==> src/rtl/mux4_rr_arbiter.sv <==
// mux4_rr_arbiter: round-robin owner selection for a shared 4:1 single-bit mux.
// It grants one requester at a time, drives the 2-bit mux select, and registers
// the selected data bit together with a valid strobe.
// Optional feature macro: MUX4_ARB_TIMEOUT_EN. When it is defined, an owner is
// forced to release after HOLD_MAX consecutive grant cycles. Without it, the
// owner keeps the grant until its request drops.
module mux4_rr_arbiter #(
  parameter int HOLD_MAX = 8
) (
  input  logic       clk,
  input  logic       rst_n,
  input  logic [3:0] req,
  input  logic [3:0] i,
  output logic [3:0] gnt,
  output logic [1:0] s,
  output logic       y,
  output logic       valid,
  output logic       busy
);

  typedef enum logic {
    IDLE  = 1'b0,
    GRANT = 1'b1
  } state_t;

  localparam logic [7:0] HOLD_LAST = 8'(HOLD_MAX - 1);

  state_t     state, state_nxt;
  logic [3:0] gnt_nxt;
  logic [1:0] s_nxt;
  logic       y_nxt;
  logic       valid_nxt;
  logic       busy_nxt;
  logic [1:0] ptr, ptr_nxt;
  logic [7:0] hold_cnt, hold_nxt;
  logic [1:0] arb_base;
  logic [2:0] pick;
  logic       expire;

  // Rotating priority search: returns {found, index}. Bit k of the rotated
  // vector is req[(base + k) mod 4], so the lowest set rotated bit wins.
  function automatic logic [2:0] rr_pick(input logic [3:0] r, input logic [1:0] base);
    logic [7:0] dbl;
    logic [3:0] rot;
    logic [2:0] res;
    dbl = {r, r} >> base;
    rot = dbl[3:0];
    res = 3'b000;
    for (int k = 3; k >= 0; k--) begin
      if (rot[k]) res = {1'b1, base + 2'(k)};
    end
    return res;
  endfunction

`ifdef MUX4_ARB_TIMEOUT_EN
  assign expire = (hold_cnt == HOLD_LAST);
`else
  // The hold limit is never enforced in this build, so the compare is tied off.
  assign expire = 1'b0 & (hold_cnt == HOLD_LAST);
`endif

  // When idle, the search starts at ptr. While granting, a release moves ptr to
  // owner+1, so the search for the next owner starts from there on the same edge.
  assign arb_base = (state == GRANT) ? (s + 2'd1) : ptr;
  assign pick     = rr_pick(req, arb_base);

  // Register all state and outputs. Reset drops everything immediately.
  always_ff @(posedge clk or negedge rst_n) begin
    if (!rst_n) begin
      state    <= IDLE;
      gnt      <= 4'b0000;
      s        <= 2'b00;
      y        <= 1'b0;
      valid    <= 1'b0;
      busy     <= 1'b0;
      ptr      <= 2'd0;
      hold_cnt <= 8'd0;
    end else begin
      state    <= state_nxt;
      gnt      <= gnt_nxt;
      s        <= s_nxt;
      y        <= y_nxt;
      valid    <= valid_nxt;
      busy     <= busy_nxt;
      ptr      <= ptr_nxt;
      hold_cnt <= hold_nxt;
    end
  end

  // Next-state logic: grant from idle, serve the owner, or release and
  // re-arbitrate on the same edge without an idle bubble.
  always_comb begin
    state_nxt = state;
    gnt_nxt   = gnt;
    s_nxt     = s;
    y_nxt     = y;
    valid_nxt = 1'b0;
    busy_nxt  = busy;
    ptr_nxt   = ptr;
    hold_nxt  = hold_cnt;
    case (state)
      IDLE: begin
        if (pick[2]) begin
          gnt_nxt   = 4'b0001 << pick[1:0];
          s_nxt     = pick[1:0];
          busy_nxt  = 1'b1;
          hold_nxt  = 8'd0;
          state_nxt = GRANT;
        end else begin
          gnt_nxt  = 4'b0000;
          busy_nxt = 1'b0;
        end
      end
      GRANT: begin
        if (req[s] && !expire) begin
          y_nxt     = i[s];
          valid_nxt = 1'b1;
          if (hold_cnt != 8'hFF) hold_nxt = hold_cnt + 8'd1;
        end else begin
          ptr_nxt = s + 2'd1;
          if (pick[2]) begin
            gnt_nxt  = 4'b0001 << pick[1:0];
            s_nxt    = pick[1:0];
            busy_nxt = 1'b1;
            hold_nxt = 8'd0;
          end else begin
            gnt_nxt   = 4'b0000;
            busy_nxt  = 1'b0;
            state_nxt = IDLE;
          end
        end
      end
      default: begin
        state_nxt = IDLE;
        gnt_nxt   = 4'b0000;
        busy_nxt  = 1'b0;
      end
    endcase
  end

endmodule
==> config.mk <==
export PLATFORM = sky130hd
export DESIGN_NAME = mux4_rr_arbiter
export DESIGN_NICKNAME = d
export VERILOG_FILES = /design/src/rtl/mux4_rr_arbiter.sv
export SDC_FILE = /design/constraint.sdc
export NUM_CORES = 1
export LEC_CHECK = 0
export CAP_MARGIN = 30
export CORE_MARGIN = 2
export CORE_UTILIZATION = 45
export DETAILED_ROUTE_END_ITERATION = 8
export PLACE_DENSITY = 0.84
export SETUP_SLACK_MARGIN = 0.02
export SLEW_MARGIN = 10
export SYNTH_ARGS = -nofsm -noshare
export SYNTH_HDL_FRONTEND = slang
export SYNTH_SLANG_ARGS = --single-unit
export TNS_END_PERCENT = 5
==> constraint.sdc <==
create_clock -name clk -period 1.7 [get_ports clk]
set_input_delay 0.51 -clock clk [delete_from_list [all_inputs] [get_ports clk]]
set_output_delay 0.51 -clock clk [all_outputs]
set_load 0.05 [all_outputs]
# After elaboration in Yosys (flattened, before gate mapping)
# Cells that the tools add are included.
# op_classes
add_sub_neg	4
magnitude_cmp	1
n_eq_ne	1
shifts	2
n_mux	22
bitwise_logic	2
reduce_logical	2
# ops
cell	n
two-way mux 3 bit	4
two-way mux 4 bit	2
one-hot mux 4 bit (2 select lines)	1
>> shifter 8 x 2 -> 4 bit	1
two-way mux 1 bit	7
two-way mux 2 bit	3
adder 2 x 1 -> 2 bit (second input constant)	2
adder 2 bit (second input constant)	2
binary-select mux 1 bit (select 2 bit)	2
one-hot mux 1 bit (2 select lines)	2
one-hot mux 2 bit (2 select lines)	1
AND reduction 2 bit	2
left shift 1 x 2 -> 4 bit (first input constant)	1
< comparator 2 x 3 -> 1 bit (second input constant)	1
!= test 2 bit (second input constant)	1
NOT 1 bit	2
# totals
ff_bits	12
output_inout_bits	9

# Longest topological paths before layout
# logic_depth
word_depth	11
depth_mapped	6
ltp_nobuf	5

# Least setup slack after synthesis
# OpenSTA, ideal clock, no wires.
# synth_path
path_kind	register to register
from	reg s[1]
to	reg gnt[0]
setup_time_ps	122
arrival_time_ps	1792
slack_ps	-213
path_stages_with_launch	7
cell_sequence	dfrtp_1 -> buf_6 -> and3b_1 -> o21ai_1 -> o2111ai_1 -> a311o_2 -> a32o_1
# synth_between
elab_chain_len	11
elab_cells_between_ends	17
# synth_lines
item	line_no	source
from (decl)	15	output logic [1:0] s,
from (signal assigned)	81	s <= s_nxt;
adder 2 x 1 -> 2 bit	64	assign arb_base = (state == GRANT) ? (s + 2'd1) : ptr;
two-way mux 2 bit	64	
adder 2 bit / >> shifter 8 x 2 -> 4 bit (equally long branches)	50, 46	
two-way mux 3 bit (4 in series)	50	if (rot[k]) res = {1'b1, base + 2'(k)};
left shift 1 x 2 -> 4 bit	104, 122	
two-way mux 4 bit	103, 121	
two-way mux 4 bit	115	if (req[s] && !expire) begin
one-hot mux 4 bit (2 select lines)	101	case (state)
to (signal assigned)	80	gnt <= gnt_nxt;
to (decl)	14	output logic [3:0] gnt,
# Parallel ways exist; a longest one is shown, timed or not. The select of a mux whose other input is x is not followed.
# A chain may end at the register's enable or synchronous reset.

# Final worst setup path
# layout_path
from	reg ptr[0]
to	reg gnt[0]
# layout_between
elab_chain_len	10
elab_cells_between_ends	13
# layout_lines
item	line_no	source
from (decl)	34	logic [1:0] ptr, ptr_nxt;
from (signal assigned)	85	ptr <= ptr_nxt;
two-way mux 2 bit *	64	
adder 2 bit / >> shifter 8 x 2 -> 4 bit (equally long branches)	50, 46	
two-way mux 3 bit (3 in series)	50	
two-way mux 3 bit *	50	
left shift 1 x 2 -> 4 bit	104, 122	
two-way mux 4 bit *	103, 121	
two-way mux 4 bit	115	
one-hot mux 4 bit (2 select lines) *	101	
# Mark *: on every way between the ends. The rest lies on a longest branch, timed or not. The select of a mux whose other input is x is not followed.

==> results by group <==
Outcome
  • Status: complete, no violations

Die
  • Initial Utilization: 46.7%
  • Core footprint: 0.00147 mm^2
  • Die Y: 43.1 um
  • Die Footprint: 0.00186 mm^2
  • Die W: 43.1 um
  • Row Count: 14
  • IO Count: 19

Drt
  • Drt pass-1 iters: 4
  • Wire per inst: 16.9 um
  • DRT iter0 DRCs: 29
  • DR vias: 718
  • Final wirelength: 2.03 mm
  • DRC: 0
  • Final antenna-violating net count: 0
  • Avg Vias per Cell: 5.98

Logic synthesis
  • Cells after synthesis: 68
  • Post-synthesis sequential area ratio: 43.7%
  • Warnings, synthesis: 0
  • Number of unique standard cell types used by synthesis: 34
  • Syn_nets: 78
  • Mapped Avg Cell Area: 10.1 um^2
  • Post-Syn Area: 687 um^2
  • #FFs+latches synth: 12

Cells and area
  • Layout cells sized above 1: 44.2%
  • Syn-to-layout area delta: 71.2%
  • FF/Latch Area: 305 um^2
  • Most frequent cells in the layout: 12 x nand2_1, 12 x buf_4, 10 x buf_12, 8 x dfrtp_1, 5 x clkdlybuf4s50_1
  • Nets: 115
  • Filler cell count: 83
  • ANT cells: 0
  • Area of the multi-input gates: 387 um^2

Pwr
  • Sw frac: 43.6%
  • Reg power frac: 24.1%
  • PwrDens: 2000 mW/mm^2
  • P_int: 1.33 mW
  • Comb pwr share: 68.1%
  • Power Total: 2.36 mW
  • Switching power: 1.03 mW
  • Peak supply drop: 0.00139 V
  • Leak Pwr: 0.512 nW
  • Clk network pwr share: 7.8%

GRT
  • Pin count of the biggest net entering global routing: 13
  • Total GRT Usage: 24.2%
  • Antenna violations before repair: 0
  • Congestion Overflow GR: 0
  • First-pass GRT wire length: 3.25 mm
  • Vias in the first global route: 701

Place
  • Dpl ws: -0.545 ns
  • Gpl congestion: 0.895
  • HPWL Detailed: 1.42 mm
  • Port Buf Inserts: 18

Setup path
  • WP data arrival: 1.85 ns
  • Reg-to-Reg End: gnt[0]
  • Crit-path max FO: 5
  • RR Startpoint: ptr[0]
  • FF-to-FF path depth: 4
  • CP Capture Type: register
  • Worst Path Required: 1.86 ns
  • Setup slack, reg-to-reg: 0.01 ns
  • WS Path Type: register to register
  • Nature of the critical path startpoint: register

Timing
  • Max_slew headroom: 68.7%
  • Final Worst Setup Slack: 0.0126 ns
  • Slew of the pin with the lowest slew margin: 0.458 ns
  • Clk_skew: 0.00684 ns
  • Final Hold Vio Count: 0
  • Max Slew Vio Count: 0
  • Upper clock frequency limit: 593 MHz
  • Final min period: 1.69 ns
  • Setup violators final: 0
  • Final period util: 99.3%
  • Fin Setup TNS: 0 ns
  • Unrepaired setup endpoints after global routing: true

Clocking
  • CTS tree: built
  • Clock slew at reported path FFs: 0.07 ns
  • CTS Hold Bufs: 0
  • Sink Count: 12
  • CTS buffer count: 3
  • Clock root buffer: clkbuf_4
  • Htree depth: 1
  • Clock Latency Late Sink: 0.28 ns
  • Deepest clock path buffer count: 2

Run
  • Max Cap Violations: 0

Worst hold path
  • Hold Crit Class: input pin to asynchronous set/reset pin
-- area by class of cell --
type | instances | area share, %
multi-input cells | 50 | 32.9
inverters | 3 | 1.17
well taps | 16 | 1.70
flip-flops and latches | 12 | 26.0
clock buffers | 4 | 2.23
repair buffers | 35 | 36.1
-- critical path, cell delays in order (launching register included) --
cell and delay, ns:
dfrtp_1 0.46, nor2b_1 0.19, o31a_1 0.26, a221o_1 0.39, a32o_1 0.27
-- state kept, by name, indices dropped and copies added, names as in the netlist --
signal / flops
gnt: 4
state: 1
busy: 1
ptr: 2
s: 2
valid: 1
y: 1
-- synthesized netlist by cell type --
master,n,area (um^2)
mux4_1,1,26.3
nand2_2,1,6.26
nand2b_1,2,12.5
buf_4,1,7.51
mux4_2,1,22.5
o21ai_0,4,20.0
dfrtp_1,12,300
inv_1,2,7.51
o2111ai_1,1,8.76
nand4_1,1,6.26
xnor2_1,1,8.76
nor2b_1,3,18.8
buf_2,1,5.00
a21oi_2,1,8.76
a21oi_1,1,5.00
o21ai_1,2,10.0
a32o_1,2,20.0
and2b_4,1,10.0
a221o_1,1,10.0
o21a_1,1,7.51
o31ai_2,1,12.5
inv_2,1,3.75
nor2_1,4,15.0
nand2_1,12,45.0
a221oi_1,1,8.76
and3b_1,1,8.76
mux2i_1,1,10.0
a2111oi_0,1,8.76
o22ai_1,1,6.26
nor3b_1,1,7.51
buf_6,1,11.3
o31ai_1,1,7.51
o31a_1,1,8.76
a311o_2,1,11.3
-- kinds of logic (layout without fill, tap and decap cells) --
kind of cell	count (synthesis)	after routing	share of synthesized area [%]
AOI/OAI and AO/OA	20	20	22.4
xor gates and xnor gates	1	1	1.28
buffers and inverters	6	42	5.10
DFF	12	12	43.7
muxes	3	3	8.56
and+or+nand+nor	26	26	18.9
-- worst max-delay path by stage --
stage                start  endpoint  depth (start not counted)
floorplan             s[0]    gnt[0]                          5
global placement    req[3]    gnt[0]                          6
detailed placement  req[2]    gnt[0]                          6
CTS                   s[0]    gnt[2]                          5
global route        ptr[0]    gnt[0]                          4
finish              ptr[0]    gnt[0]                          4
-- metrics by stage --
stage / std cells / instance area (um^2) / hold WS [ns] / utilization, %
finish: 120 / 1180 / 0.520 / 79.9
global route: 120 / 1180 / 0.535 / 79.9
CTS: 120 / 1130 / 0.521 / 77.0
detailed placement: 109 / 1030 / 0.528 / 70.1
global placement: 109 / 1030 / 0.529 / 70.1
floorplan: 68 / 689 / 0.214 / -
-- routing by layer --
layer | vias to the layer above | track usage (%) | part of all wire, %
met5 | - | 0 | 0
met4 | 0 | 5.45 | 2.1
met3 | 8 | 7.66 | 7.3
met2 | 37 | 39.4 | 52
met1 | 349 | 31.6 | 39
li1 | 324 | - | -
-- repair_timing --
action	4_1_cts	5_1_grt
pin swaps	8	2
gates resized for setup	12	10
endpoints found under the hold margin	0	0
endpoints found under the setup margin	10	5
setup buffers	7	0
gates cloned	0	0
-- power by group through the flow --
stage / combinational [mW] / sequential (mW) / clock (mW)
global placement: 1.29 / 0.570 / 0
global route: 1.69 / 0.579 / 0.199
finish: 1.60 / 0.567 / 0.185
detailed placement: 1.33 / 0.583 / 0
floorplan: 0.495 / 0.793 / 0
CTS: 1.51 / 0.553 / 0.189
Note: power is estimated with default switching activity, not from simulation.
==> RTL change (config.mk and constraints unchanged) <==
Add a define of `MUX4_ARB_TIMEOUT_EN`.
--- a/src/rtl/mux4_rr_arbiter.sv
+++ b/src/rtl/mux4_rr_arbiter.sv
@@ -5,4 +5,6 @@
 // forced to release after HOLD_MAX consecutive grant cycles. Without it, the
 // owner keeps the grant until its request drops.
+`define MUX4_ARB_TIMEOUT_EN
+
 module mux4_rr_arbiter #(
   parameter int HOLD_MAX = 8
Formal check against the unedited RTL: not equivalent (a bounded check fails within 10 cycles, from zero or initial values and one cycle with rst_n low).
==> RTL change against the unedited design <==
The run now ends with negative setup slack left. Routed wire length grew 58%. Area after synthesis is 66% higher. Sequential power rose by 39%. Total power is 22% higher. Sequential cell count increased by 8. Design area up 51%. Setup slack got worse by 300 ps. Die area increased by 59%. Largest power group unchanged.
==> RTL change: results (changes against the unedited design) <==
[finish]
nets=177  ; +54%
reg_top3=hold_cnt (8), gnt (4)
fillers=175  ; +110%
drive_gt1_share_pct=44.24  ; about the same

[clocking]
clk_pin_slew_ps=110  ; +40 ps
clock_latency_ps=310  ; +30 ps

[worst_setup_path]
r2r_start=hold_cnt[3]
crit_fanout=6  ; +1

[status]
status=finished, violations left
violations=negative setup slack

[yosys]
ys_types=40  ; +18%
yosysSeqAreaShare_pct=43.81  ; +0.096 points
syn-num-nets=126  ; +62%
yosys-top-cells-area=dfrtp_1, nand2_1, o21ai_0
syn_inst=115  ; +69%

[global_routing]
grt_max_degree=21  ; +8
grt_usage_pct=23.79  ; -0.38 points
grt_pass1_wl_mm=4.919  ; +51%

[route]
drt-total-wl_mm=3.202  ; +58%
num_vias=1113  ; +55%
drt_iter0_drc=39  ; +34%
dr_wl_met3_um=158  ; +6.0%
vias_per_cell=5.708  ; -4.6%
wl_met1_mm=1.275  ; +61%

[sta]
tightest_slew_ps=596.6  ; +138.8 ps
finalSetupViolCount=19  ; +19
fin_ws_ps=-288.0  ; -300.6 ps
fin_skew_ps=6.006  ; -0.8287 ps

[placement]
dp_cells=186  ; +71%
gp_congestion=0.8631  ; -3.6%
postPlaceCellArea_mm2=0.001610  ; +56%

[pwr]
max-vdd-ir-drop_v=0.001293  ; -7.1%

[RTL change: cell count changes in the layout (fill, tap and decap cells not counted), moves of 4 or more]
cell     delta
o21ai_1     +6
buf_4      +18
dfrtp_1    +10
a31oi_1     +4
[RTL change: per-layer routing]
layer | up-vias | global-route usage [%]
met5 | - | 0
met4 | 0 | 12.08
li1 | 528 | -
met3 | 11 | 3.005
met2 | 44 | 42.97
met1 | 530 | 27.34
[RTL change: worst max-delay path, stage by stage, from the launching register on]
cell	delay (ps)
dfrtp_1	400
or4_4	560
o311ai_4	440
o21ai_0	240
a32o_1	260
[RTL change: layout make-up]
type	count	area (um^2)	share of cell area [%]
sequential	20	503.0	28.41
clock buffer	4	36.28	2.049
multi-input combinational	85	645.6	36.47
timing repair buffer	51	526.8	29.75
inverter	5	21.27	1.201
tap	30	37.54	2.120
[RTL change: worst max-delay path by stage]
stage / start / to / depth (start not counted)
after floorplan: s[1] / gnt[1] / 6
after global placement: req[3] / gnt[0] / 6
after detailed placement: req[3] / gnt[0] / 6
after CTS: hold_cnt[7] / hold_cnt[6] / 7
after global routing: hold_cnt[3] / hold_cnt[1] / 4
final: hold_cnt[3] / hold_cnt[1] / 4
[RTL change: repair_timing]
action	in CTS	in global routing
buffers inserted	4	2
pin swaps	8	7
gates resized for setup	13	15
setup endpoints to repair	18	19
[RTL change: where the power goes]
| part | total (mW) | internal [mW] | switching (mW) | leakage, nW |
|---|---|---|---|---|
| sequential | 0.790 | 0.617 | 0.173 | 0.250 |
| clock | 0.280 | 0.131 | 0.149 | 0.0210 |
| combinational | 1.81 | 0.915 | 0.894 | 0.514 |
| total | 2.88 | 1.66 | 1.22 | 0.786 |
[RTL change: through the flow]
step / utilization [%] / setup TNS [ps] / hold slack, ps / setup WS, ps
after CTS: 69.91 / -2781 / 519.2 / -243.9
final: 72.79 / -3944 / 514.4 / -288.0
after detailed placement: 66.20 / -10080 / 532.5 / -692.2
after global placement: 66.20 / -9232 / 517.5 / -639.9
after global routing: 72.79 / -5418 / 538.8 / -353.8
after floorplan: - / -2770 / 214.4 / -258.8
[RTL change: cells by family after synthesis]
family | share of synthesized area, %
buffers and inverters | 6.790
adders and majority gates | 1.971
DFF | 43.81
AOI/OAI and AO/OA | 24.75
and+or+nand+nor | 17.64
muxes | 4.272
xor gates and xnor gates | 0.7668
